`src/rtl/mac_pkg.sv`:
```
// mac_pkg -- shared definitions for the MAC accumulation controller.
//   ACC_W        : accumulator width (fixed at 24 bits)
//   mac_state_e  : controller FSM state encoding (IDLE / ACCUM / DONE)
package mac_pkg;

  localparam int ACC_W = 24;

  typedef enum logic [1:0] {
    ST_IDLE  = 2'd0,
    ST_ACCUM = 2'd1,
    ST_DONE  = 2'd2
  } mac_state_e;

endpackage : mac_pkg

```
`src/rtl/mac_accum_ctrl_if.sv`:
```
// mac_accum_ctrl_if -- control and product-stream bundle for mac_accum_ctrl.
//   start/len/abort     : run control from the host
//   prod_valid/prod     : product beat from the multiplier
//   prod_ready          : controller accepts a beat this cycle
//   acc_out/ovf         : registered accumulator and sticky carry-out
//   busy/done           : run in progress / one-cycle completion pulse
//
// Handshake: a product beat transfers on a rising clk edge where prod_valid
// and prod_ready are both high. prod_ready is a function of controller state
// only and never looks at prod_valid; the producer may hold prod_valid high
// for any number of cycles and must keep prod stable until the transfer.
interface mac_accum_ctrl_if #(
  parameter int CNT_W  = 8,
  parameter int PROD_W = 16
);
  import mac_pkg::*;

  logic              start;
  logic [CNT_W-1:0]  len;
  logic              abort;
  logic              prod_valid;
  logic [PROD_W-1:0] prod;
  logic              prod_ready;
  logic [ACC_W-1:0]  acc_out;
  logic              ovf;
  logic              busy;
  logic              done;

  // Host / producer side.
  modport master (
    output start, len, abort, prod_valid, prod,
    input  prod_ready, acc_out, ovf, busy, done
  );

  // Controller side.
  modport slave (
    input  start, len, abort, prod_valid, prod,
    output prod_ready, acc_out, ovf, busy, done
  );

endinterface : mac_accum_ctrl_if

```
`src/rtl/adder_24bit.sv`:
```
// adder_24bit -- 24-bit ripple-carry adder used on the accumulator path.
//   a, b : addends
//   cin  : carry in
//   sum  : a + b + cin, low 24 bits
//   co   : carry out of bit 23
module adder_24bit
  import mac_pkg::*;
(
  input  logic [ACC_W-1:0] a,
  input  logic [ACC_W-1:0] b,
  input  logic             cin,
  output logic [ACC_W-1:0] sum,
  output logic             co
);

  always_comb begin
    logic carry;
    sum   = '0;
    carry = cin;
    for (int i = 0; i < ACC_W; i++) begin
      sum[i] = a[i] ^ b[i] ^ carry;
      carry  = (a[i] & b[i]) | (carry & (a[i] ^ b[i]));
    end
    co = carry;
  end

endmodule : adder_24bit

```
`src/rtl/mac_accum_ctrl.sv`:
```
// mac_accum_ctrl -- accumulates a host-specified number of unsigned product
// beats into a 24-bit register with a sticky carry-out flag.
//   clk, rst_n : clock, asynchronous active-low reset
//   bus        : mac_accum_ctrl_if slave (start/len/abort, product stream,
//                acc_out/ovf/busy/done)
//   state_dbg  : current FSM state, for observation only
// A run starts in IDLE on start; len==0 completes immediately. Each accepted
// beat adds zext(prod) to the accumulator; the beat that drains the counter
// moves the FSM to DONE, which pulses done for one cycle and returns to IDLE.
// abort in ACCUM drops back to IDLE without a done pulse, keeping acc/ovf.
module mac_accum_ctrl
  import mac_pkg::*;
#(
  parameter int CNT_W  = 8,
  parameter int PROD_W = 16  // must be below ACC_W for the zero-extension
) (
  input  logic              clk,
  input  logic              rst_n,
  mac_accum_ctrl_if.slave   bus,
  output mac_state_e        state_dbg
);

  localparam int              PAD_W   = ACC_W - PROD_W;
  localparam logic [CNT_W-1:0] CNT_ONE = CNT_W'(1);

  mac_state_e       state_q, state_d;
  logic [ACC_W-1:0] acc_q, acc_d;
  logic             ovf_q, ovf_d;
  logic [CNT_W-1:0] cnt_q, cnt_d;

  logic [ACC_W-1:0] prod_ext;
  logic [ACC_W-1:0] sum;
  logic             carry_out;
  logic             in_accum;
  logic             beat_accept;

  assign prod_ext = {{PAD_W{1'b0}}, bus.prod};

  adder_24bit u_adder (
    .a   (acc_q),
    .b   (prod_ext),
    .cin (1'b0),
    .sum (sum),
    .co  (carry_out)
  );

  assign in_accum = (state_q == ST_ACCUM);
  // abort takes priority over a beat presented in the same cycle.
  assign beat_accept = in_accum && bus.prod_valid && !bus.abort;

  always_comb begin
    state_d = state_q;
    acc_d   = acc_q;
    ovf_d   = ovf_q;
    cnt_d   = cnt_q;
    case (state_q)
      ST_IDLE: begin
        if (bus.start) begin
          acc_d = '0;
          ovf_d = 1'b0;
          if (bus.len != '0) begin
            cnt_d   = bus.len;
            state_d = ST_ACCUM;
          end else begin
            state_d = ST_DONE;
          end
        end
      end
      ST_ACCUM: begin
        if (bus.abort) begin
          state_d = ST_IDLE;
        end else if (beat_accept) begin
          acc_d = sum;
          ovf_d = ovf_q | carry_out;
          cnt_d = cnt_q - CNT_ONE;
          if (cnt_q == CNT_ONE) begin
            state_d = ST_DONE;
          end
        end
      end
      ST_DONE: begin
        state_d = ST_IDLE;
      end
      default: begin
        state_d = ST_IDLE;
      end
    endcase
  end

  always_ff @(posedge clk or negedge rst_n) begin
    if (!rst_n) begin
      state_q <= ST_IDLE;
      acc_q   <= '0;
      ovf_q   <= 1'b0;
      cnt_q   <= '0;
    end else begin
      state_q <= state_d;
      acc_q   <= acc_d;
      ovf_q   <= ovf_d;
      cnt_q   <= cnt_d;
    end
  end

  // All outputs are decoded from registers, so reset clears them at once.
  assign bus.prod_ready = in_accum;
  assign bus.busy       = in_accum;
  assign bus.done       = (state_q == ST_DONE);
  assign bus.acc_out    = acc_q;
  assign bus.ovf        = ovf_q;
  assign state_dbg      = state_q;

endmodule : mac_accum_ctrl

```
`src/flat_wrapper.sv`:
```
// flat-port wrapper written by rule: the top's interface ports become plain ports
module mac_accum_ctrl_flat import mac_pkg::*;
#(
  parameter int CNT_W  = 8,
  parameter int PROD_W = 16                                               
)
  (clk, rst_n, state_dbg, bus_start, bus_len, bus_abort, bus_prod_valid, bus_prod, bus_prod_ready, bus_acc_out, bus_ovf, bus_busy, bus_done);
  mac_accum_ctrl_if #(.CNT_W(CNT_W), .PROD_W(PROD_W)) bus_i ();
  input  logic clk;
  input  logic rst_n;
  output mac_state_e state_dbg;
  input wire logic [$bits(bus_i.start)-1:0] bus_start;
  input wire logic [$bits(bus_i.len)-1:0] bus_len;
  input wire logic [$bits(bus_i.abort)-1:0] bus_abort;
  input wire logic [$bits(bus_i.prod_valid)-1:0] bus_prod_valid;
  input wire logic [$bits(bus_i.prod)-1:0] bus_prod;
  output wire logic [$bits(bus_i.prod_ready)-1:0] bus_prod_ready;
  output wire logic [$bits(bus_i.acc_out)-1:0] bus_acc_out;
  output wire logic [$bits(bus_i.ovf)-1:0] bus_ovf;
  output wire logic [$bits(bus_i.busy)-1:0] bus_busy;
  output wire logic [$bits(bus_i.done)-1:0] bus_done;
  assign bus_i.start = bus_start;
  assign bus_i.len = bus_len;
  assign bus_i.abort = bus_abort;
  assign bus_i.prod_valid = bus_prod_valid;
  assign bus_i.prod = bus_prod;
  assign bus_prod_ready = bus_i.prod_ready;
  assign bus_acc_out = bus_i.acc_out;
  assign bus_ovf = bus_i.ovf;
  assign bus_busy = bus_i.busy;
  assign bus_done = bus_i.done;
  mac_accum_ctrl #(.CNT_W(CNT_W), .PROD_W(PROD_W)) u_core (.clk(clk), .rst_n(rst_n), .bus(bus_i), .state_dbg(state_dbg));
endmodule
```
`config.mk`:
```
export PLATFORM = sky130hd
export DESIGN_NAME = mac_accum_ctrl_flat
export DESIGN_NICKNAME = d
export VERILOG_FILES = /design/src/rtl/mac_pkg.sv /design/src/rtl/mac_accum_ctrl_if.sv /design/src/rtl/adder_24bit.sv /design/src/rtl/mac_accum_ctrl.sv /design/src/flat_wrapper.sv
export SDC_FILE = /design/constraint.sdc
export NUM_CORES = 1
export LEC_CHECK = 0
export ABC_AREA = 0
export BUFFER_PORTS_ARGS = -buffer_cell sky130_fd_sc_hd__buf_2
export CAP_MARGIN = 20
export CORE_MARGIN = 3
export CORE_UTILIZATION = 41
export DETAILED_ROUTE_END_ITERATION = 10
export MAX_ROUTING_LAYER = met4
export SLEW_MARGIN = 20
export SYNTH_ARGS = -nofsm -noshare
export SYNTH_HDL_FRONTEND = slang
export SYNTH_HIERARCHICAL = 1
export SYNTH_SLANG_ARGS = --single-unit
```
`constraint.sdc`:
```
create_clock -name clk -period 13.15 [get_ports clk]
set_clock_uncertainty 0.05 [all_clocks]
set_input_delay 2.63 -clock clk [delete_from_list [all_inputs] [get_ports clk]]
set_output_delay 2.63 -clock clk [all_outputs]
set_load 0.02 [all_outputs]
```
== Word level (Yosys, flattened, before mapping) ==
Index checks and enable logic that the tools add are counted.
Storage, ports and cells
  register bits after elaboration: 35
  input port bits: 29
  output and inout bits: 30
  logic and storage cells: 136
Operators by class
  $add $sub $neg: 1
  eq/ne operators: 9
  mux-type cells: 19
  bitwise logic cells: 94
  reductions and logical operators: 9
Operator list (count)
  24-bit 2-to-1 mux: 3
  24-bit case mux with 2 select lines: 1
  1-bit AND: 39
  1-bit bitwise XOR: 39
  8-bit 2-to-1 mux: 4
  1-bit OR: 16
  8-bit case mux with 2 select lines: 1
  2-bit 2-to-1 mux: 5
  8-bit by 1-bit equality test with 1-bit output (second input constant): 1
  8-bit nonzero test: 1
  8-bit by 1-bit subtractor with 8-bit output (second input constant): 1
  2-bit != test (second input constant): 3
  3-bit != test (second input constant): 2
  5-bit AND reduction: 1
  2-bit case mux with 2 select lines: 1
  4-bit AND reduction: 1
  1-bit 2-to-1 mux: 3
  3-bit AND reduction: 1
  2-bit by 1-bit equality test with 1-bit output (second input constant): 1
  2-bit equality test (second input constant): 1
  1-bit logical AND: 2
  2-bit zero test: 1
  2-bit by 1-bit != test with 1-bit output (second input constant): 1
  1-bit case mux with 2 select lines: 1
  other kinds (2): 2

== Longest topological paths before layout ==
  depth after elaboration: 43
  depth in mapped cells: 30
  depth with buffers taken out: 30

== Cells and area by module ==
The synthesis kept the hierarchy.
By module, submodules not included
  mac_accum_ctrl: instances 1, cells an instance 186, area an instance 1644.1 µm², seq. area each 875.8 µm²
  adder_24bit: instances 1, cells an instance 34, area an instance 518.0 µm², seq. area each 0.0 µm²

== Worst setup path before layout ==
OpenSTA, ideal clock, no wires.
  path kind: input -> register
  from: in bus_prod[0]
  to: reg u_core.acc_q[23], in the netlist u_core/bus.acc_out[23]
  setup time: 0.066 ns
  arrival time: 11.825 ns
  required time: 13.034 ns
  slack: 1.209 ns
  cell stages on the path: 30
  buffers on the path: 0
  cell sequence: fa_1 > fa_1 > fa_1 > fa_1 > fa_1 > fa_1 > fa_1 > fa_1 > fa_1 > fa_1 > fa_1 > fa_1 > fa_1 > fa_1 > fa_1 > fa_1 > inv_1 > fa_1 > inv_1 > fa_1 > fa_1 > fa_1 > fa_1 > fa_1 > fa_1 > inv_1 > fa_1 > inv_1 > nand3_1 > nand2_1
Between the ends
  cells in the longest elaborated chain, start to end: 42
RTL lines
  start, declared: RTL line flat_wrapper.sv:16  | input wire logic [$bits(bus_i.prod)-1:0] bus_prod;
  1-bit AND (2 in series): RTL line adder_24bit.sv:22  | carry = (a[i] & b[i]) | (carry & (a[i] ^ b[i]));
  1-bit OR: RTL line adder_24bit.sv:22
  1-bit AND: RTL line adder_24bit.sv:22
  1-bit OR: RTL line adder_24bit.sv:22
  1-bit AND: RTL line adder_24bit.sv:22
  1-bit OR: RTL line adder_24bit.sv:22
  1-bit AND: RTL line adder_24bit.sv:22
  1-bit OR: RTL line adder_24bit.sv:22
  (+20 left out)
  1-bit AND: RTL line adder_24bit.sv:22
  1-bit OR: RTL line adder_24bit.sv:22
  1-bit AND (7 in series): RTL line adder_24bit.sv:22
  1-bit bitwise XOR: RTL line adder_24bit.sv:21  | sum[i] = a[i] ^ b[i] ^ carry;
  named net u_core.sum[23]: RTL line mac_accum_ctrl.sv:32  | logic [ACC_W-1:0] sum;
  24-bit 2-to-1 mux: RTL line mac_accum_ctrl.sv:72  | end else if (beat_accept) begin
  24-bit 2-to-1 mux: RTL line mac_accum_ctrl.sv:70  | if (bus.abort) begin
  24-bit case mux with 2 select lines: RTL line mac_accum_ctrl.sv:56  | case (state_q)
  end signal, assigned: RTL line mac_accum_ctrl.sv:93  | acc_q <= '0;
  end signal, assigned: RTL line mac_accum_ctrl.sv:98  | acc_q <= acc_d;
  end, declared: RTL line mac_accum_ctrl.sv:27  | logic [ACC_W-1:0] acc_q, acc_d;
The timed path passes the listed nets, and every way through them passes these cells. The select of a mux whose other input is x is not followed.
A chain may end at the register's enable or synchronous reset.

== Final worst setup path ==
Same ends and word-level chain as after synthesis.

==> impl_metrics.env <==
export IMPL_setup_ws_ns=0.932
export IMPL_postCtsSetupBuffers=0
export IMPL_run_status="finished, final reports clean"
export IMPL_finalHoldViolations=0
export IMPL_postSynth_asyncResetShare=1.00
export IMPL_cts_root_buf="clkbuf_8"
export IMPL_crit_top_cell="fa_1"
export IMPL_multiInputGateArea_mm2=0.00121
export IMPL_fillerInstances=486
export IMPL_maxClockFrequency_mhz=81.8
export IMPL_hold_path_class="reg2reg"
export IMPL_cts_htree_levels=2
export IMPL_antennaDiodeCount=0
export IMPL_number_of_enable_flip_flop_cells_after_synthesis=0
export IMPL_timing_final_setup_violations=0
export IMPL_route_detailed_wl_per_inst_um=13.9
export IMPL_hold_ws_ns=0.451
export IMPL_die_width_um=78.6
export IMPL_dp_worst_setup_slack_ns=0.542
export IMPL_actual_transition_at_the_worst_max_transition_pin_ns=0.990
export IMPL_worst_ir_drop_vdd_mv=0.0848
export IMPL_max_slew_margin_rel=0.340
export IMPL_boundaryPins=59
export IMPL_clock_tree_buffer_depth=2
export IMPL_arrival_time_of_data_at_the_critical_path_endpoint_ns=12.40
export IMPL_post_cts_hold_buffer_count=0
export IMPL_critical_path_capture_point_type="register"
export IMPL_max_cap_violations=0
export IMPL_cts_resized_gates=0
export IMPL_maximum_number_of_pins_on_one_net_before_global_route_repair=36
export IMPL_ys_warn_count=6
export IMPL_number_of_nets_in_the_layout=338
export IMPL_groute_usage_overall=0.183
export IMPL_area_delta_synth_final_pct=21.2
export IMPL_vias_per_cell=5.02
export IMPL_grt_pass1_wl_mm=8.49
export IMPL_synth_flop_type="dfrtp_1"
export IMPL_antenna_violating_nets_post_route=0
export IMPL_ys_top_cells_by_area="dfrtp_1 (41%), fa_1 (22%), nand2_1 (9.4%), nand3_1 (6.3%), inv_1 (2.3%)"
export IMPL_insertion_delay_ns=0.29
export IMPL_start_point_of_the_critical_path="bus_prod[0]"
export IMPL_grt_pass1_vias=1683
export IMPL_power_density_normalized_to_cell_area_mw_per_mm2=213
export IMPL_register_area_um2=876
export IMPL_synthMostInstantiatedCell="nand2_1"
export IMPL_critical_path_class="in2reg"
export IMPL_synth_largest_area_cell="dfrtp_1"
export IMPL_synth_avg_cell_area_um2=9.83
export IMPL_postSynthRegisterBits=35
export IMPL_gr_total_overflow=0
export IMPL_post_route_drc_count=0
export IMPL_totalNegativeSetupSlack_ns=0
export IMPL_crit_fanout=1
export IMPL_grt_setup_unrepaired="no"
export IMPL_tritoncts="yes"
export IMPL_rows=25
export IMPL_report_power_total_mw=0.558
export IMPL_antenna_violations_before_repair=0
export IMPL_path_buf_inv=5
export IMPL_detailed_place_hpwl_mm=3.57
export IMPL_timing_rr_start="u_core/bus.acc_out[0]"
export IMPL_period_minus_slack_ns=12.22
export IMPL_final_max_slew_violation_count=0
export IMPL_floorplan_initialDensity=0.440
export IMPL_synth_cell_area_mm2=0.00216
export IMPL_number_of_port_buffers=58
export IMPL_dieHeight_um=78.6
export IMPL_worstPathRequired_ns=13.33
export IMPL_clock_sink_count=35
export IMPL_yosys_top_cells_count="nand2_1 (54), dfrtp_1 (35), nand3_1 (27), fa_1 (24), inv_1 (13)"
export IMPL_design_die_area_mm2=0.00618
export IMPL_cts_reportedPaths_clkPinSlew_ns=0.07
export IMPL_cpLargestDelayFamily="adder cells"
export IMPL_critPathLaunchType="input port"
export IMPL_share_of_yosys_cell_area_claimed_by_the_top_area_cell_type=0.405
export IMPL_dr_pass1_iters=4
export IMPL_netlist_cell_type_count=33
export IMPL_core_region_area_mm2=0.00491
export IMPL_critical_path_slowest_cell="fa_1"
export IMPL_hold_path_startpoint="u_core/bus.acc_out[16]"
export IMPL_syn_inst=220
export IMPL_final_layout_size_suffix_gt1_frac=0.254
export IMPL_p_leak_nw=1.38
export IMPL_detail_route_wirelength_mm=4.87
export IMPL_routabilityCongestion=0.823
export IMPL_drt_first_iter_violations=103
export IMPL_cts_made_buffers=5
export IMPL_via_count=1757
export IMPL_yosysSeqAreaShare=0.405
export IMPL_critical_path_max_stage_delay_ns=0.43
export IMPL_fin_crit_share=0.929
==> where the power goes <==
part           switching, mW  internal (mW)
Combinational          0.174          0.106
Clock                 0.0377         0.0411
Sequential            0.0478          0.151
==> area by class of cell <==
class	count	area share
Multi-Input combinational cell	168	0.463
Sequential cell	35	0.334
Clock buffer	6	0.0315
Inverter	13	0.0186
Timing Repair Buffer	60	0.119
Clock inverter	1	0.00191
Tap cell	67	0.0320
==> cells by family after synthesis <==
kind of cell | Yosys count | synth area share
and+or+nand+nor | 107 | 0.233
buffers and inverters | 25 | 0.0480
muxes | 2 | 0.00984
AOI/OAI and AO/OA | 24 | 0.0683
other | 1 | 0.00173
adders and majority gates | 26 | 0.234
DFF | 35 | 0.405
==> path summary, 6_finish.rpt <==
path,end,slack (ns),depth (start not counted)
worst min-delay path,u_core/bus.acc_out[16],0.45,2
max in group asynchronous,u_core/state_dbg[0],10.19,1
worst max-delay path,u_core/bus.acc_out[23],0.93,31
worst max register to register,u_core/bus.acc_out[23],2.93,30
worst min register to register,u_core/bus.acc_out[16],0.45,2
min in group asynchronous,u_core/bus.acc_out[7],2.37,1
==> flip-flops by register name (all words and copies together) (netlist names) <==
name,cells
u_core/cnt_q,8
u_core/bus.ovf,1
u_core/state_dbg,2
u_core/bus.acc_out,24
==> worst min-delay path, stage by stage (launching register included) <==
cell and delay, ns:
dfrtp_1 0.37, nand2_1 0.05, nand2_1 0.05
==> through the flow <==
step,utilization,std cells,instance area [um2]
finish,0.534,350,2620
global route,0.534,350,2620
CTS,0.531,349,2610
detailed placement,0.513,342,2520
global placement,0.513,342,2520
floorplan,-,228,2190
==> cells in the final DEF, fill, tap and decap left out, types with 6 or more instances in the layout <==
cell,synthesis,routed
buf_2,5,58
inv_1,13,13
dfrtp_1,35,35
nand3_1,27,27
conb_1,1,9
clkbuf_8,0,6
a21oi_1,9,9
fa_1,24,24
nand2_1,54,54
==> metal layers <==
layer	up-vias	wire [um]	global-route usage
li1	846	-	-
met1	856	2270	0.245
met2	49	2260	0.279
met3	6	266	0.0378
met4	0	74	0.0577
met5	-	0	-
Power figures use the tool's default switching activity.
